`config.mk`:
```
export PLATFORM = sky130hd
export DESIGN_NAME = pwr_seq_ctrl
export DESIGN_NICKNAME = d
export VERILOG_FILES = /design/src/rtl/pwr_seq_pkg.sv /design/src/rtl/pwr_pg_sync.sv /design/src/rtl/pwr_seq_ctrl.sv
export SDC_FILE = /design/constraint.sdc
export NUM_CORES = 1
export LEC_CHECK = 0
export CAP_MARGIN = 0
export CORE_AREA = 2 2 70 72
export CTS_CLUSTER_SIZE = 20
export DETAILED_ROUTE_END_ITERATION = 6
export DIE_AREA = 0 0 72 74
export GPL_TIMING_DRIVEN = 0
export PLACE_DENSITY_LB_ADDON = 0.08
export SETUP_SLACK_MARGIN = 0.5
export SLEW_MARGIN = 20
export SYNTH_ARGS = -nofsm -noshare
export SYNTH_HDL_FRONTEND = slang
export SYNTH_HIERARCHICAL = 1
export SYNTH_SLANG_ARGS = --single-unit
```
`constraint.sdc`:
```
create_clock -name dtc_clk -period 3.2 [get_ports dtc_clk]
set_input_delay 0.8 -clock dtc_clk [delete_from_list [all_inputs] [get_ports dtc_clk]]
set_output_delay 0.8 -clock dtc_clk [all_outputs]
set_load 0.1 [all_outputs]
```
`src/rtl/pwr_seq_pkg.sv`:
```
// Shared types and step tables for the board power sequencer.
// Step order, request mapping and PGOOD qualification live here so the top stays table-driven.
package pwr_seq_pkg;

    localparam int unsigned N_STEPS = 7;

    typedef logic [2:0] step_idx_t;

    localparam step_idx_t STEP_ADC_A   = 3'd0;
    localparam step_idx_t STEP_ADC_D   = 3'd1;
    localparam step_idx_t STEP_TDC_3V3 = 3'd2;
    localparam step_idx_t STEP_TDC_2V5 = 3'd3;
    localparam step_idx_t STEP_SHAPER  = 3'd4;
    localparam step_idx_t STEP_STRIP   = 3'd5;
    localparam step_idx_t STEP_BIAS    = 3'd6;

    typedef enum logic [1:0] {
        StIdle,
        StRampUp,
        StRampDown,
        StFault
    } state_e;

    typedef enum logic {
        FaultTimeout = 1'b0,
        FaultPgLost  = 1'b1
    } fault_kind_e;

    // Request bit that enables each step, indexed by step.
    localparam logic [2:0] STEP_REQ_BIT [N_STEPS] = '{
        3'd0, 3'd0, 3'd3, 3'd3, 3'd2, 3'd4, 3'd5
    };

    // Steps whose completion is qualified by PGOOD; the rest use a fixed settle wait.
    localparam logic [N_STEPS-1:0] STEP_HAS_PG = 7'b001_0111;

    // HV bias is only allowed together with the strip supplies.
    function automatic logic [N_STEPS-1:0] desired_steps(input logic [5:0] req);
        logic [N_STEPS-1:0] d;
        d = '0;
        for (int i = 0; i < int'(N_STEPS); i++) begin
            d[i] = req[STEP_REQ_BIT[i]];
        end
        d[STEP_BIAS] = d[STEP_BIAS] & req[STEP_REQ_BIT[STEP_STRIP]];
        return d;
    endfunction

endpackage

```
`src/rtl/pwr_pg_sync.sv`:
```
// Two-flop synchronizer bank for asynchronous PGOOD inputs.
// Synchronous active-high reset clears both stages.
module pwr_pg_sync #(
    parameter int unsigned Width = 1
) (
    input  logic             clk_i,
    input  logic             rst_i,
    input  logic [Width-1:0] d_i,
    output logic [Width-1:0] q_o
);

    logic [Width-1:0] meta_q;
    logic [Width-1:0] sync_q;

    always_ff @(posedge clk_i) begin
        if (rst_i) begin
            meta_q <= '0;
            sync_q <= '0;
        end else begin
            meta_q <= d_i;
            sync_q <= meta_q;
        end
    end

    assign q_o = sync_q;

endmodule

```
`src/rtl/pwr_seq_ctrl.sv`:
```
// Ordered, PGOOD-qualified rail sequencer: one step moves at a time, faults kill every rail.
// Define PWR_SEQ_PG_MONITOR_EN to also fault when a completed step loses PGOOD at runtime.
module pwr_seq_ctrl
    import pwr_seq_pkg::*;
#(
    parameter int unsigned PG_TIMEOUT    = 40000,
    parameter int unsigned SETTLE_CYCLES = 4000,
    parameter int unsigned OFF_DELAY     = 4000
) (
    input  logic       dtc_clk,
    input  logic       rst,
    input  logic [5:0] reg_pwr_en,
    input  logic       fault_clr,
    input  logic       pgood_1v8a_adc,
    input  logic       pgood_1v8d_adc,
    input  logic       pgood_1v2d_adc,
    input  logic       pgood_3v3_tdc,
    input  logic       pgood_3v3_shaper,
    output logic       on_1v8a_adc,
    output logic       on_1v8d_adc,
    output logic       on_1v2d_adc,
    output logic       on_3v3_tdc,
    output logic       on_2v5_tdc,
    output logic       on_3v3_shaper,
    output logic       on_5v0_sum,
    output logic       on_12v5,
    output logic       on_n5v0,
    output logic       on_5v0_bias,
    output logic       busy,
    output logic       pwr_ready,
    output logic       fault,
    output logic [2:0] fault_step,
    output logic       fault_kind
);

    localparam int unsigned MAX_A   = (PG_TIMEOUT > SETTLE_CYCLES) ? PG_TIMEOUT : SETTLE_CYCLES;
    localparam int unsigned MAX_CYC = (MAX_A > OFF_DELAY) ? MAX_A : OFF_DELAY;
    localparam int unsigned TW      = $clog2(MAX_CYC + 1);

    localparam logic [TW-1:0] PG_LAST     = TW'(PG_TIMEOUT - 1);
    localparam logic [TW-1:0] SETTLE_LAST = TW'(SETTLE_CYCLES - 1);
    localparam logic [TW-1:0] OFF_LAST    = TW'(OFF_DELAY - 1);

    state_e              state_q, state_d;
    logic [N_STEPS-1:0]  on_q, on_d;
    logic [TW-1:0]       timer_q, timer_d, timer_inc;
    step_idx_t           step_q, step_d;
    logic                fault_q, fault_d;
    step_idx_t           fault_step_q, fault_step_d;
    fault_kind_e         fault_kind_q, fault_kind_d;
    logic                pwr_ready_q, pwr_ready_d;

    logic [4:0]          pg_raw, pg_s;
    logic [N_STEPS-1:0]  step_pg;
    logic [N_STEPS-1:0]  desired;
    logic [N_STEPS-1:0]  down_mask, up_mask;
    step_idx_t           dn_idx, up_idx;
`ifdef PWR_SEQ_PG_MONITOR_EN
    logic [N_STEPS-1:0]  lost;
    step_idx_t           lost_idx;
`endif

    assign pg_raw = {pgood_3v3_shaper, pgood_3v3_tdc, pgood_1v2d_adc, pgood_1v8d_adc,
                     pgood_1v8a_adc};

    pwr_pg_sync #(
        .Width (5)
    ) u_pg_sync (
        .clk_i (dtc_clk),
        .rst_i (rst),
        .d_i   (pg_raw),
        .q_o   (pg_s)
    );

    // Per-step PGOOD view; settle steps read as never-good and are not consulted.
    always_comb begin
        step_pg               = '0;
        step_pg[STEP_ADC_A]   = pg_s[0] & pg_s[1];
        step_pg[STEP_ADC_D]   = pg_s[2];
        step_pg[STEP_TDC_3V3] = pg_s[3];
        step_pg[STEP_SHAPER]  = pg_s[4];
    end

    assign desired = desired_steps(reg_pwr_en);

    always_ff @(posedge dtc_clk) begin
        if (rst) begin
            state_q      <= StIdle;
            on_q         <= '0;
            timer_q      <= '0;
            step_q       <= '0;
            fault_q      <= 1'b0;
            fault_step_q <= '0;
            fault_kind_q <= FaultTimeout;
            pwr_ready_q  <= 1'b0;
        end else begin
            state_q      <= state_d;
            on_q         <= on_d;
            timer_q      <= timer_d;
            step_q       <= step_d;
            fault_q      <= fault_d;
            fault_step_q <= fault_step_d;
            fault_kind_q <= fault_kind_d;
            pwr_ready_q  <= pwr_ready_d;
        end
    end

    always_comb begin
        state_d      = state_q;
        on_d         = on_q;
        timer_d      = timer_q;
        step_d       = step_q;
        fault_d      = fault_q;
        fault_step_d = fault_step_q;
        fault_kind_d = fault_kind_q;

        timer_inc = (timer_q == {TW{1'b1}}) ? timer_q : timer_q + TW'(1);

        down_mask = on_q & ~desired;
        up_mask   = desired & ~on_q;
        dn_idx    = '0;
        up_idx    = '0;
        for (int i = 0; i < int'(N_STEPS); i++) begin
            if (down_mask[i]) dn_idx = step_idx_t'(i);
        end
        for (int i = int'(N_STEPS) - 1; i >= 0; i--) begin
            if (up_mask[i]) up_idx = step_idx_t'(i);
        end

        unique case (state_q)
            StIdle: begin
                if (down_mask != '0) begin
                    on_d[dn_idx] = 1'b0;
                    step_d       = dn_idx;
                    timer_d      = '0;
                    state_d      = StRampDown;
                end else if (up_mask != '0) begin
                    on_d[up_idx] = 1'b1;
                    step_d       = up_idx;
                    timer_d      = '0;
                    state_d      = StRampUp;
                end
            end
            StRampUp: begin
                timer_d = timer_inc;
                if (STEP_HAS_PG[step_q]) begin
                    // Completion wins over a timeout landing on the same cycle.
                    if (step_pg[step_q]) begin
                        state_d = StIdle;
                    end else if (timer_q == PG_LAST) begin
                        state_d      = StFault;
                        on_d         = '0;
                        fault_d      = 1'b1;
                        fault_step_d = step_q;
                        fault_kind_d = FaultTimeout;
                    end
                end else if (timer_q == SETTLE_LAST) begin
                    state_d = StIdle;
                end
            end
            StRampDown: begin
                timer_d = timer_inc;
                if (timer_q == OFF_LAST) state_d = StIdle;
            end
            StFault: begin
                if (fault_clr) begin
                    state_d      = StIdle;
                    fault_d      = 1'b0;
                    fault_step_d = '0;
                    fault_kind_d = FaultTimeout;
                end
            end
            default: state_d = StIdle;
        endcase

`ifdef PWR_SEQ_PG_MONITOR_EN
        // The step still ramping up has not proven PGOOD yet, so it is not watched.
        lost = on_q & STEP_HAS_PG & ~step_pg;
        if (state_q == StRampUp) lost[step_q] = 1'b0;
        lost_idx = '0;
        for (int i = int'(N_STEPS) - 1; i >= 0; i--) begin
            if (lost[i]) lost_idx = step_idx_t'(i);
        end
        if ((state_q != StFault) && (lost != '0)) begin
            state_d      = StFault;
            on_d         = '0;
            timer_d      = '0;
            fault_d      = 1'b1;
            fault_step_d = lost_idx;
            fault_kind_d = FaultPgLost;
        end
`endif

        pwr_ready_d = (state_d == StIdle) && (on_d == desired);
    end

    always_comb begin
        on_1v8a_adc   = on_q[STEP_ADC_A];
        on_1v8d_adc   = on_q[STEP_ADC_A];
        on_1v2d_adc   = on_q[STEP_ADC_D];
        on_3v3_tdc    = on_q[STEP_TDC_3V3];
        on_2v5_tdc    = on_q[STEP_TDC_2V5];
        on_3v3_shaper = on_q[STEP_SHAPER];
        on_5v0_sum    = on_q[STEP_SHAPER];
        on_12v5       = on_q[STEP_STRIP];
        on_n5v0       = on_q[STEP_STRIP];
        on_5v0_bias   = on_q[STEP_BIAS];
        busy          = (state_q == StRampUp) || (state_q == StRampDown);
        pwr_ready     = pwr_ready_q;
        fault         = fault_q;
        fault_step    = fault_step_q;
        fault_kind    = fault_kind_q;
    end

endmodule

```
==> results of run 1 <==
## cell type report
cell class / instances / area (um^2) / area share [%]
Buffer: 10 / 72.57 / 2.317
Clock buffer: 5 / 68.82 / 2.197
Clock inverter: 3 / 42.54 / 1.358
Inverter: 13 / 48.80 / 1.558
Multi-Input combinational cell: 232 / 1579 / 50.42
Sequential cell: 44 / 892.1 / 28.49
Tap cell: 54 / 67.56 / 2.157
Timing Repair Buffer: 38 / 360.3 / 11.51
## repair_timing
item                       in CTS  in global routing
buffers inserted                8                  2
resized for setup              40                 23
setup endpoints to repair      24                 20
pin swaps                       9                  5
cloned                          0                  0
## layer usage
metal | up-vias | GRT usage [%]
met5 | - | 0
met4 | 0 | 7.547
met3 | 14 | 3.659
met2 | 82 | 37.14
met1 | 1059 | 30.33
li1 | 1135 | -
## synthesized netlist by cell type (2+ instances only)
cell type and n:
and3_1 5, nand3_1 10, and2_1 4, nand4_1 5
a211oi_1 4, a21boi_1 3, nand3b_1 3, a21oi_1 16
o22ai_1 2, dfxtp_1 44, inv_1 13, a22oi_1 3
mux2i_1 2, nor3_1 6, o211ai_1 3, buf_4 4
ha_1 5, xnor2_1 6, nand2_1 19, nor2_1 48
nor2b_1 14, o21ai_0 10, nand2b_1 10, o41ai_1 2
nor4b_1 2, a311oi_1 2, nor4_1 4, xor2_1 11
clkbuf_1 4, buf_6 2, a31oi_1 2
## metrics by stage
step           setup WS, ns  std cells  setup TNS, ns  power, W
2_1_floorplan        0.5026        299              0  0.001593
3_3_place_gp        -0.3692        381         -4.467  0.001841
3_5_place_dp        -0.3933        381         -4.634  0.001854
4_1_cts              0.4572        397              0  0.002343
5_1_grt              0.4269        399              0  0.002542
6_report             0.5555        399              0  0.002393
## path summary, 6_finish.rpt
| kind | from | to | slack (ns) |
|---|---|---|---|
| worst min register to register | u_pg_sync/meta_q[2] | u_pg_sync/q_o[2] | 0.44 |
| worst max register to register | timer_q[0] | pwr_ready | 0.56 |
| worst max-delay path | on_q[1] | on_1v2d_adc | 0.56 |
| worst min-delay path | u_pg_sync/meta_q[2] | u_pg_sync/q_o[2] | 0.44 |
## registers in the layout, summed over array words and instances (netlist names), named ones only
name	count
fault_step	3
step_q	3
timer_q	16
pwr_ready	1
u_pg_sync/meta_q	5
on_q	7
fault	1
u_pg_sync/q_o	5
state_q	2
## cells by family after synthesis
family / share of synthesized area, %
adder cells (fa/ha/maj): 2.561
AND/OR/NAND/NOR: 31.15
flip-flops: 36.07
XOR/XNOR: 6.096
AO/OA/AOI/OAI: 18.39
other: 0.1535
buffers and inverters: 4.764
multiplexers: 0.8197
## power by group through the flow
| stage | clock network, W | logic, W | registers, W |
|---|---|---|---|
| 5_1_grt | 0.000457 | 0.00137 | 0.000717 |
| 6_report | 0.000427 | 0.00126 | 0.000704 |
| 3_3_place_gp | 0 | 0.00114 | 0.000703 |
| 3_5_place_dp | 0 | 0.00115 | 0.000704 |
| 2_1_floorplan | 0 | 0.000775 | 0.000818 |
| 4_1_cts | 0.000438 | 0.00121 | 0.000700 |
==> impl_metrics.tcl, run 1 <==
set metrics [dict create \
    grt_setup_unrepaired "yes" \
    avgViaCountPerCell 5.739 \
    critPathMaxStageDelay_ns 1.14 \
    cts_tree "yes" \
    worst_slew_pin_slew_ns 0.9664 \
    status "finished clean" \
    final_common_cell "nor2_1" \
    post-route-drc-count 0 \
    min_period_ns 2.645 \
    ios 31 \
    place_hpwl_um 3984 \
    wl_per_cell_um 14.33 \
    layout-drive-gt1-share_pct 20.29 \
    die-area_um2 5328 \
    top_layer_used "met4" \
    grt_pass1_wl_um 9473 \
    path_class "reg -> out" \
    num-fill-cells 408 \
    synth.distinct_cells 62 \
    layout_common_cells "nor2_1, dfxtp_1, nand2_1" \
    critPathLaunchType "flop" \
    fin_util_pct 68.11 \
    insertion_delay_ns 0.30 \
    gp_congestion 0.8790 \
    netlist_top_cells_area "dfxtp_1, nor2_1, xor2_1, nor2b_1, a21oi_1" \
    yosysWarnings 6 \
    clockRootBuffer "clkbuf_8" \
    grt_use_total_pct 22.52 \
    cp.depth 1 \
    port_buffers 28 \
    die_y_um 74 \
    postCtsHoldBufs 0 \
    cts-htree-levels 2 \
    ys_seq_elements 44 \
    drv_cap 0 \
    avgSynthCellArea_um2 8.168 \
    grt_pass1_vias 2113 \
    die_w_um 72 \
    hold_viol_final 0 \
    clockPowerShare_pct 17.9 \
    worstPathArrival_ns 1.84 \
    leakagePower_nw 1.270 \
    fin_area_um2 3132 \
    wl_met3_um 305 \
    crit_chain "clkdlybuf4s50_1" \
    ys.flop_type "dfxtp_1" \
    grt_max_degree 17 \
    layout.nets 363 \
    diodes 0 \
    required_ns 2.40 \
    numCtsBuffers 5 \
    slew_viol_final 0 \
    syn_nets 318 \
    hold_ws_ns 0.4400 \
    switchingPower_w 0.001108 \
    min_path_cells 1 \
    synth_edf_count 0 \
    finalWirelength_um 5716 \
    critPathSlowestCell "clkdlybuf4s50_1" \
    p_int_w 0.001286 \
    place_area_um2 2801 \
    power_frac_comb_pct 52.7 \
    drtAntennaViolNets 0 \
    setup_viol 0 \
    ir_drop_uv 433.4 \
    switching_share_pct 46.28 \
    clock_skew_ns 0.01281 \
    start_util_pct 53.12 \
    max_freq_mhz 378.1 \
    seq_area_frac_synth_pct 36.07 \
    drtPass1Iterations 5 \
    rr_worst_depth 9 \
    vias 2290 \
    synth_top_area_share_pct 36.07 \
    post-route-period-util_pct 82.64 \
    critPathTopFamily "buffers and inverters" \
    max-slew-margin-rel_pct 35.47 \
    cp.buffers_inverters 1 \
    met2_length_um 2669 \
    seq_power_share_pct 29.4 \
    area_growth_pct 28.23 \
    hold_class "reg -> reg" \
    synth_area_um2 2442 \
    syn_inst 299 \
    critPathMaxFanout 6 \
    core_um2 4598 \
    row_count 25 \
    cts.sinks 44 \
    antenna_found_initial 0 \
    yosysTopAreaCell "dfxtp_1" \
    p_per_area_nw_per_um2 764.2 \
    path_clk_slew_ns 0.09 \
    async_flop_share_pct 0 \
    cts.path.max_buffers 2 \
    first_iter_violations 157 \
    wl_met1_um 2645 \
    cp-end-kind "output pin" \
    grt.overflow.total 0 \
]
No activity file was read; power rests on OpenSTA's default activity.
==> run 2, diff against run 1 <==
- CORE_AREA: 2 2 70 72 -> 2 2 73 75
- DIE_AREA: 0 0 72 74 -> 0 0 75 77
- clock period: 3.2 -> 2.1 ns (I/O delays scaled with it)
==> impl_metrics.tcl, run 2 (synthesized netlist as in run 1, its figures left out) <==
set metrics [dict create \
    leakagePower_nw 1.527 \
    top_layer_used "met4" \
    cts.path.max_buffers 2 \
    clockRootBuffer "clkbuf_8" \
    crit_chain "ha_4, nand3_4, nor4_4, buf_4, buf_6, a21oi_2, nor4_2, buf_4, a311oi_2, nor2_1, or4b_4, nor4_2" \
    top_register "timer_q" \
    critPathMaxStageDelay_ns 0.50 \
    wl_met1_um 3376 \
    status "finished with violations" \
    fin_cells 459 \
    p_int_w 0.002702 \
    layout-drive-gt1-share_pct 51.67 \
    postCtsHoldBufs 0 \
    fin_area_um2 4011 \
    grt_pass1_vias 2482 \
    worst-r2r-setup-slack_ns -0.34 \
    worstHoldEndpoint "u_pg_sync/q_o[4]" \
    setup_viol 17 \
    core_um2 4977 \
    start_util_pct 49.07 \
    met2_length_um 3982 \
    gp_congestion 0.9077 \
    finalWirelength_um 8397 \
    ir_drop_uv 667.0 \
    reg2reg_to "pwr_ready" \
    r2r-start "timer_q[0]" \
    wl_met3_um 579 \
    drtAntennaViolNets 0 \
    row_count 26 \
    place_hpwl_um 4150 \
    max-slew-margin-rel_pct 61.60 \
    setup_tns_ns -2.564 \
    grt_pass1_wl_um 11540 \
    cp.buffers_inverters 3 \
    die_w_um 75 \
    wl_per_cell_um 18.29 \
    worstHoldStart "u_pg_sync/meta_q[4]" \
    seq_power_share_pct 22.2 \
    first_iter_violations 255 \
    cp.depth 12 \
    switching_share_pct 46.66 \
    antenna_found_initial 0 \
    rr_worst_depth 12 \
    critPathSlowestCell "or4b_4" \
    layout_common_cells "buf_4, dfxtp_1, nor2_1" \
    port_buffers 28 \
    vias 2715 \
    die-area_um2 5775 \
    critPathMaxFanout 2 \
    post-place-ws_ns -1.063 \
    final_common_cell "buf_4" \
    largestRegisters "timer_q (16), on_q (7)" \
    cp-end-kind "flop" \
    place_inst 397 \
    min_period_ns 2.444 \
    layout.nets 407 \
    grt_max_degree 17 \
    grt_setup_unrepaired "yes" \
    max_freq_mhz 409.1 \
    avgViaCountPerCell 5.915 \
    min_path_cells 1 \
    drv_cap 0 \
    clock_skew_ns 0.004758 \
    post-route-period-util_pct 116.4 \
    area_growth_pct 64.24 \
    critPathLaunchType "flop" \
    clockPowerShare_pct 11.4 \
    p_per_area_nw_per_um2 1263 \
    path_clk_slew_ns 0.09 \
    power_frac_comb_pct 66.4 \
    slew_viol_final 0 \
    cts_tree "yes" \
    critPathTopFamily "simple AND/OR/NAND/NOR gates" \
    hold_viol_final 0 \
    worstPathArrival_ns 2.67 \
    hold_class "reg -> reg" \
    required_ns 2.32 \
    cts.sinks 44 \
    post-route-drc-count 0 \
    switchingPower_w 0.002363 \
    diodes 0 \
    grt.overflow.total 0 \
    path_class "reg -> reg" \
    insertion_delay_ns 0.31 \
    numCtsBuffers 5 \
    setup_slack_ns -0.3444 \
    ios 31 \
    largest_register_ffs 16 \
    grt_use_total_pct 25.52 \
    place_area_um2 3002 \
    die_y_um 77 \
    drtPass1Iterations 5 \
    worst_slew_pin_slew_ns 0.5759 \
    cts-htree-levels 2 \
    violations "negative setup slack" \
]
==> run 2: cell types whose count changed in the layout (fill, tap and decap cells not counted), sizes merged <==
| cell | delta |
|---|---|
| clkinv | -1 |
| buf | +62 |
| clkdlybuf4s50 | -7 |
| dlygate4sd2 | -2 |
| bufinv | -1 |
| dlymetal6s2s | -6 |
| inv | +1 |
| clkdlybuf4s15 | -4 |
| clkbuf | +2 |
==> run 2: stage by stage <==
stage          hold slack, ns  utilization (%)  total power [W]
3_5_place_dp           0.4280            60.31         0.003054
6_report               0.4424            80.59         0.005065
2_1_floorplan          0.4138                -         0.002655
4_1_cts                0.4504            72.90         0.004377
5_1_grt                0.4629            80.59         0.005231
3_3_place_gp           0.4175            60.31         0.003047
==> run 2: metal layers <==
layer,track usage [%],vias to the layer above
met1,33.14,1264
met5,0,-
met4,10.36,0
met3,4.074,49
li1,-,1242
met2,41.32,160
==> run 2: final cells by class <==
cell class,count,area [um^2]
clock buffers,6,82.58
inverters,13,53.80
repair buffers,82,737.0
well taps,70,87.58
fillers,300,965.9
flip-flops and latches,44,920.9
clock inverters,2,13.76
multi-input cells,232,2022
plain buffers,10,93.84
==> run 2: power by group through the flow <==
| stage | Sequential, W | Clock, W | Combinational, W |
|---|---|---|---|
| after CTS | 0.00110 | 0.000579 | 0.00269 |
| after floorplan | 0.00127 | 0 | 0.00138 |
| final | 0.00113 | 0.000575 | 0.00336 |
| after global placement | 0.00110 | 0 | 0.00195 |
| after detailed placement | 0.00110 | 0 | 0.00195 |
| after global routing | 0.00114 | 0.000612 | 0.00348 |
==> run 2: how the worst max path moves through the flow <==
| stage | start | to | slack (ns) |
|---|---|---|---|
| finish | timer_q[0] | pwr_ready | -0.34 |
| floorplan | reg_pwr_en[4] | pwr_ready | -0.20 |
| detailed placement | reg_pwr_en[2] | pwr_ready | -1.06 |
| CTS | timer_q[1] | pwr_ready | -0.37 |
| global route | reg_pwr_en[4] | pwr_ready | -0.48 |
| global placement | reg_pwr_en[2] | pwr_ready | -1.07 |
==> run 2: timing repair <==
action | 4_1_cts | 5_1_grt
setup endpoints to repair | 50 | 42
pin swaps | 34 | 36
buffers inserted | 32 | 22
resized for setup | 197 | 58
==> patch 1 (settings of run 2) <==
Take the reset off `on_q` and load it in a clocked block of its own.
--- a/src/rtl/pwr_seq_ctrl.sv
+++ b/src/rtl/pwr_seq_ctrl.sv
@@ -86,7 +86,6 @@
     always_ff @(posedge dtc_clk) begin
         if (rst) begin
             state_q      <= StIdle;
-            on_q         <= '0;
             timer_q      <= '0;
             step_q       <= '0;
             fault_q      <= 1'b0;
@@ -95,7 +94,6 @@
             pwr_ready_q  <= 1'b0;
         end else begin
             state_q      <= state_d;
-            on_q         <= on_d;
             timer_q      <= timer_d;
             step_q       <= step_d;
             fault_q      <= fault_d;
@@ -103,6 +101,10 @@
             fault_kind_q <= fault_kind_d;
             pwr_ready_q  <= pwr_ready_d;
         end
+    end
+
+    always_ff @(posedge dtc_clk) begin
+        on_q <= on_d;
     end
 
     always_comb begin
Check against the original RTL: not equivalent (a bounded check fails within 4 cycles, from zero or initial values and one cycle with rst high).
==> patch 1 against run 2 <==
The run still ends with negative setup slack left. Synthesized cell count decreased by 5.7%. Sequential cell count unchanged. Routed wire length decreased by 20%. Hold slack improved by 0.0028 ns. Setup slack improved by 0.19 ns. Via count decreased by 9.7%. Core utilization decreased by 5.9 points. Critical path depth decreased by 3. Fmax increased by 8.3%. Clock power increased by 0.7%. Total power increased by 8.7%. Synthesized area increased by 0.72%. Sequential power increased by 4%. Cell area decreased by 7.4%. Largest cell class unchanged.
==> patch 1: results (changes against run 2) <==
Synthesis
  – Register area share after synthesis: 0.358 (was 0.361)
  – Mux share of post-synthesis cell area: 0.0168 (was 0.00820)
  – Syn Area/Cell: 8.72 sq um (was 8.17 sq um)
  – Top cells by count, synth: dfxtp_1, nor2_1, nand2_1 (was nor2_1, dfxtp_1, nand2_1)
  – Synth Area in Compound Gates: 0.221 (was 0.184)
  – Synth Area in XOR/XNOR: 0.0463 (was 0.0610)
  – Cell variety after synth: 69 (was 62)
  – Adder-Cell Fraction of Synth Area: 0.0254 (was 0.0256)
  – Top post-synthesis cells by area: dfxtp_1, nor2_1, nor2b_1 (was dfxtp_1, nor2_1, xor2_1)
  – Synthesized net count: 301 (was 318)

Critical path
  – WP data arrival: 2.47 ns (was 2.67 ns)
  – Worst-path fanout max: 4 (was 2)
  – Worst R2R Start: on_q[3]$_DFF_P_ (was timer_q[0]$_SDFFE_PP0P_)
  – Slowest stage delay, CP: 0.36 ns (was 0.50 ns)
  – Delay-heaviest family, CP: compound AO/OA/AOI/OAI gates (was simple AND/OR/NAND/NOR gates)
  – Worst Reg2Reg Path Length in Cells: 9 (was 12)

Detailed routing
  – Metal3 WL: 428 microns (was 579 microns)
  – Initial DRC Count: 180 (was 255)
  – Met2 wire len: 3.18 mm (was 3.98 mm)
  – Met1 wire length: 2.92 mm (was 3.38 mm)
  – DRT Pass-1 Iters: 4 (was 5)
  – Vias per Instance: 5.68 (was 5.92)
  – Mean routed wirelength per cell: 15.5 microns (was 18.3 microns)

GRT
  – Routing usage on met2: 0.370 (was 0.413)
  – Grt met3 use: 0.0499 (was 0.0407)
  – All-Layer GR Usage: 0.239 (was 0.255)
  – First-pass GRT wire length: 10.8 mm (was 11.5 mm)
  – Met1 GRT Util: 0.321 (was 0.331)
  – Vias in the first global route: 2249 (was 2482)

Power
  – Int Pwr: 2880 uW (was 2700 uW)
  – Leakage power: 0.00146 uW (was 0.00153 uW)
  – VDD IR-drop max: 830 uV (was 667 uV)

Placement
  – IO buf count: 27 (was 28)
  – DPL Wire Length: 4.09 mm (was 4.15 mm)
  – GP Congestion: 0.936 (was 0.908)

Outcome
  – Failing checks: negative setup slack (unchanged)
  – Status: finished, violations left (unchanged)

Cells and area
  – Fill count: 365 (was 300)
  – Fraction of final layout cells sized beyond drive strength 1: 0.461 (was 0.517)
  – Final net count: 380 (was 407)

Timing
  – Worst Setup Slack, final: -0.157 ns (was -0.344 ns)
  – Setup violators final: 15 (was 17)
  – Final setup skew: 0.00620 ns (was 0.00476 ns)

Worst hold path
  – Worst hold path class: flip-flop to flip-flop (unchanged)
patch 1: changes by cell type after synthesis, moves of 3 or more:
cell and delta:
a21boi_1 -3, o31ai_1 +4, nor2b_1 +4, nor2_1 -17, nand2b_1 -6, xnor2_1 -4
nand3_1 -3, clkbuf_1 -3
patch 1: worst reg2reg max path, cell delays in order (launching register included):
cell	delay, ns
dfxtp_4	0.36
o21ba_4	0.23
nor4b_4	0.30
buf_4	0.19
nand2_4	0.07
o31a_1	0.32
a21oi_2	0.17
mux2_4	0.32
nand4b_1	0.14
nor3_2	0.05
patch 1: cell families after synthesis:
logic type	count (synthesis)
adder cells (fa/ha/maj)	5
XOR/XNOR	13
multiplexers	4
AO/OA/AOI/OAI	71
flip-flops	44
AND/OR/NAND/NOR	122
other	1
buffers and inverters	22
patch 1: power by group through the flow:
| stage | sequential, uW | combinational, uW | clock (uW) |
|---|---|---|---|
| 3_5_place_dp | 1190 | 2620 | 0 |
| 3_3_place_gp | 1190 | 2600 | 0 |
| 2_1_floorplan | 1530 | 1750 | 0 |
| 6_report | 1170 | 3760 | 579 |
| 4_1_cts | 1180 | 3370 | 595 |
| 5_1_grt | 1190 | 3940 | 628 |
patch 1: worst max-delay path by stage:
stage / startpoint / endpoint / depth (start not counted)
after detailed placement: reg_pwr_en[3] / pwr_ready$_SDFF_PP0_ / 10
final: on_q[3]$_DFF_P_ / pwr_ready$_SDFF_PP0_ / 9
after CTS: timer_q[0]$_SDFFE_PP0P_ / pwr_ready$_SDFF_PP0_ / 9
after floorplan: on_q[2]$_DFF_P_ / pwr_ready$_SDFF_PP0_ / 9
after global placement: reg_pwr_en[3] / pwr_ready$_SDFF_PP0_ / 10
after global routing: on_q[3]$_DFF_P_ / pwr_ready$_SDFF_PP0_ / 9
patch 1: what timing repair did:
item                       4_1_cts  5_1_grt
pin swaps                       39       11
setup endpoints to repair       50       39
resized for setup              182       16
setup buffers                   32       12
cloned                           1        0
patch 1: metrics by stage:
stage          setup WS [ns]  utilization  hold slack (ns)  cell area [sq um]  TNS (ns)
2_1_floorplan         -0.138            -            0.414               2600    -0.723
3_3_place_gp           -1.08        0.594            0.415               2950    -20.85
3_5_place_dp           -1.16        0.594            0.425               2950    -21.98
4_1_cts              -0.0992        0.715            0.448               3560    -0.120
5_1_grt               -0.217        0.747            0.460               3720     -2.12
6_report              -0.157        0.747            0.445               3720    -0.473
patch 1: layout make-up:
| type | instances | area share |
|---|---|---|
| Multi-Input combinational cell | 216 | 0.482 |
| Sequential cell | 44 | 0.248 |
| Timing Repair Buffer | 72 | 0.173 |
| Buffer | 11 | 0.0347 |
| Tap cell | 70 | 0.0236 |
| Clock buffer | 5 | 0.0185 |
| Inverter | 11 | 0.0121 |
| Clock inverter | 3 | 0.00707 |
==> patch 2 (flow settings as in run 2) <==
Without the edit above. `OFF_DELAY`: 4000 -> 2000.
--- a/src/rtl/pwr_seq_ctrl.sv
+++ b/src/rtl/pwr_seq_ctrl.sv
@@ -5,7 +5,7 @@
 #(
     parameter int unsigned PG_TIMEOUT    = 40000,
     parameter int unsigned SETTLE_CYCLES = 4000,
-    parameter int unsigned OFF_DELAY     = 4000
+    parameter int unsigned OFF_DELAY     = 2000
 ) (
     input  logic       dtc_clk,
     input  logic       rst,
Function: no difference found for any inputs over 10 cycles, from zero or initial values and one cycle with rst high; that may be too few to reach the edited logic, so the function may still have changed.
==> patch 2 against run 2 <==
The flow still finishes with violations (negative setup slack). Cell area decreased by 11%. Total power decreased by 18%. Synthesized area increased by 1.5%. Routed wire length decreased by 18%. Sequential cell count unchanged. Die area unchanged. First-iteration DRC count decreased by 32%. Setup slack got worse by 0.26 ns. Core utilization decreased by 8.8 points. Critical endpoint unchanged. Largest cell class unchanged. Largest power group unchanged.
==> patch 2: results (changes against run 2) <==
Outcome
  – Status: finished, violations left (unchanged)
  – Failing checks: negative setup slack (unchanged)

Cells and area
  – Final net count: 384 (was 407)
  – Fill count: 393 (was 300)
  – Fraction of final layout cells sized beyond drive strength 1: 0.393 (was 0.517)

Critical path
  – WP data arrival: 2.95 ns (was 2.67 ns)
  – Worst Reg2Reg Path Length in Cells: 7 (was 12)
  – Worst-path fanout max: 4 (was 2)
  – Worst R2R Start: timer_q[7]$_SDFFE_PP0P_ (was timer_q[0]$_SDFFE_PP0P_)

Clocking
  – Post-CTS Setup Bufs: 22 (was 32)
  – Gates resized, CTS repair: 149 (was 197)

Power
  – Sw frac: 0.456 (was 0.467)
  – Leakage power: 0.00139 uW (was 0.00153 uW)
  – VDD IR-drop max: 721 uV (was 667 uV)

Detailed routing
  – Via count: 2445 (was 2715)
  – Initial DRC Count: 174 (was 255)
  – DRT Pass-1 Iters: 4 (was 5)
  – WL final: 6.85 mm (was 8.40 mm)

Synthesis
  – Register area share after synthesis: 0.355 (was 0.361)
  – Synthesized net count: 320 (was 318)
  – Cell variety after synth: 65 (was 62)
  – Top cells by count, synth: dfxtp_1, nor2_1, nand2_1 (was nor2_1, dfxtp_1, nand2_1)
  – Mapped Cells: 301 (was 299)
  – Top post-synthesis cells by area: dfxtp_1, nor2_1, nor2b_1 (was dfxtp_1, nor2_1, xor2_1)

GRT
  – Largest net degree at the start of global routing: 16 (was 17)
  – Vias in the first global route: 2316 (was 2482)
  – First-pass GRT wire length: 11.3 mm (was 11.5 mm)
  – All-Layer GR Usage: 0.253 (was 0.255)

Timing
  – Setup TNS: -3.65 ns (was -2.56 ns)
  – Worst slew margin: 0.591 (was 0.616)
  – Final setup skew: 0.00771 ns (was 0.00476 ns)
  – Setup violators final: 24 (was 17)
  – Worst Setup Slack, final: -0.604 ns (was -0.344 ns)

Placement
  – GP Congestion: 0.973 (was 0.908)
  – IO buf count: 26 (was 28)
  – DPL Wire Length: 4.35 mm (was 4.15 mm)

Worst hold path
  – Hold Crit Start: u_pg_sync/meta_q[2]$_SDFF_PP0_ (was u_pg_sync/meta_q[4]$_SDFF_PP0_)
  – Min-Delay Endpoint: u_pg_sync/q_o[2]$_SDFF_PP0_ (was u_pg_sync/q_o[4]$_SDFF_PP0_)
## patch 2: kinds of logic (layout without fill, tap and decap cells)
kind of cell | after synthesis | count (layout) | synth area share
flops | 44 | 44 | 0.355
xor+xnor | 13 | 13 | 0.0459
other cells | 1 | 1 | 0.00151
buf+inv | 28 | 93 | 0.0500
compound gates | 76 | 76 | 0.232
fa+ha+maj | 5 | 5 | 0.0252
simple gates | 133 | 133 | 0.286
mux | 1 | 1 | 0.00404
## patch 2: area by class of cell
| class | instances | area share |
|---|---|---|
| clock inverter | 3 | 0.0119 |
| timing repair buffer | 57 | 0.142 |
| sequential | 44 | 0.254 |
| multi-input combinational | 229 | 0.504 |
| tap | 70 | 0.0245 |
| clock buffer | 5 | 0.0193 |
| buffer | 12 | 0.0277 |
| inverter | 16 | 0.0168 |
## patch 2: power by group through the flow
stage	clock network, uW	registers [uW]	logic, uW
after global placement	0	1080	1790
after floorplan	0	1260	1240
after global routing	701	1100	2560
final	656	1080	2400
after detailed placement	0	1070	1800
after CTS	667	1070	2060
## patch 2: metal layers
layer | up-vias | wire (microns) | share of wire | global-route usage
met5 | - | 0 | 0 | 0
met4 | 0 | 196 | 0.029 | 0.102
met3 | 18 | 305 | 0.045 | 0.0434
met2 | 73 | 3220 | 0.47 | 0.383
met1 | 1147 | 3130 | 0.46 | 0.351
li1 | 1207 | - | - | -
## patch 2: worst max-delay path by stage
stage / from / endpoint / slack [ns] / cells after the start
detailed placement: reg_pwr_en[4] / pwr_ready$_SDFF_PP0_ / -1.16 / 9
floorplan: timer_q[7]$_SDFFE_PP0P_ / pwr_ready$_SDFF_PP0_ / -0.35 / 8
global placement: reg_pwr_en[5] / pwr_ready$_SDFF_PP0_ / -1.17 / 8
CTS: timer_q[7]$_SDFFE_PP0P_ / pwr_ready$_SDFF_PP0_ / -0.55 / 8
finish: timer_q[7]$_SDFFE_PP0P_ / pwr_ready$_SDFF_PP0_ / -0.60 / 7
global route: timer_q[7]$_SDFFE_PP0P_ / pwr_ready$_SDFF_PP0_ / -0.67 / 8
## patch 2: through the flow
| step | instance area, sq um | hold slack [ns] | utilization | power (uW) | worst slack (ns) |
|---|---|---|---|---|---|
| after floorplan | 2630 | 0.414 | - | 2500 | -0.350 |
| after global placement | 2980 | 0.418 | 0.598 | 2860 | -1.17 |
| after detailed placement | 2980 | 0.425 | 0.598 | 2870 | -1.16 |
| after CTS | 3370 | 0.446 | 0.678 | 3800 | -0.554 |
| after global routing | 3570 | 0.451 | 0.718 | 4360 | -0.667 |
| final | 3570 | 0.442 | 0.718 | 4140 | -0.604 |
## patch 2: worst max-delay path: stages (launching register included)
cell       delay (ns)
dfxtp_4          0.35
or4b_4           0.52
or4_4            0.45
o31a_2           0.34
o21ai_0          0.24
o2111ai_1        0.21
a2111oi_2        0.35
and3_1           0.20
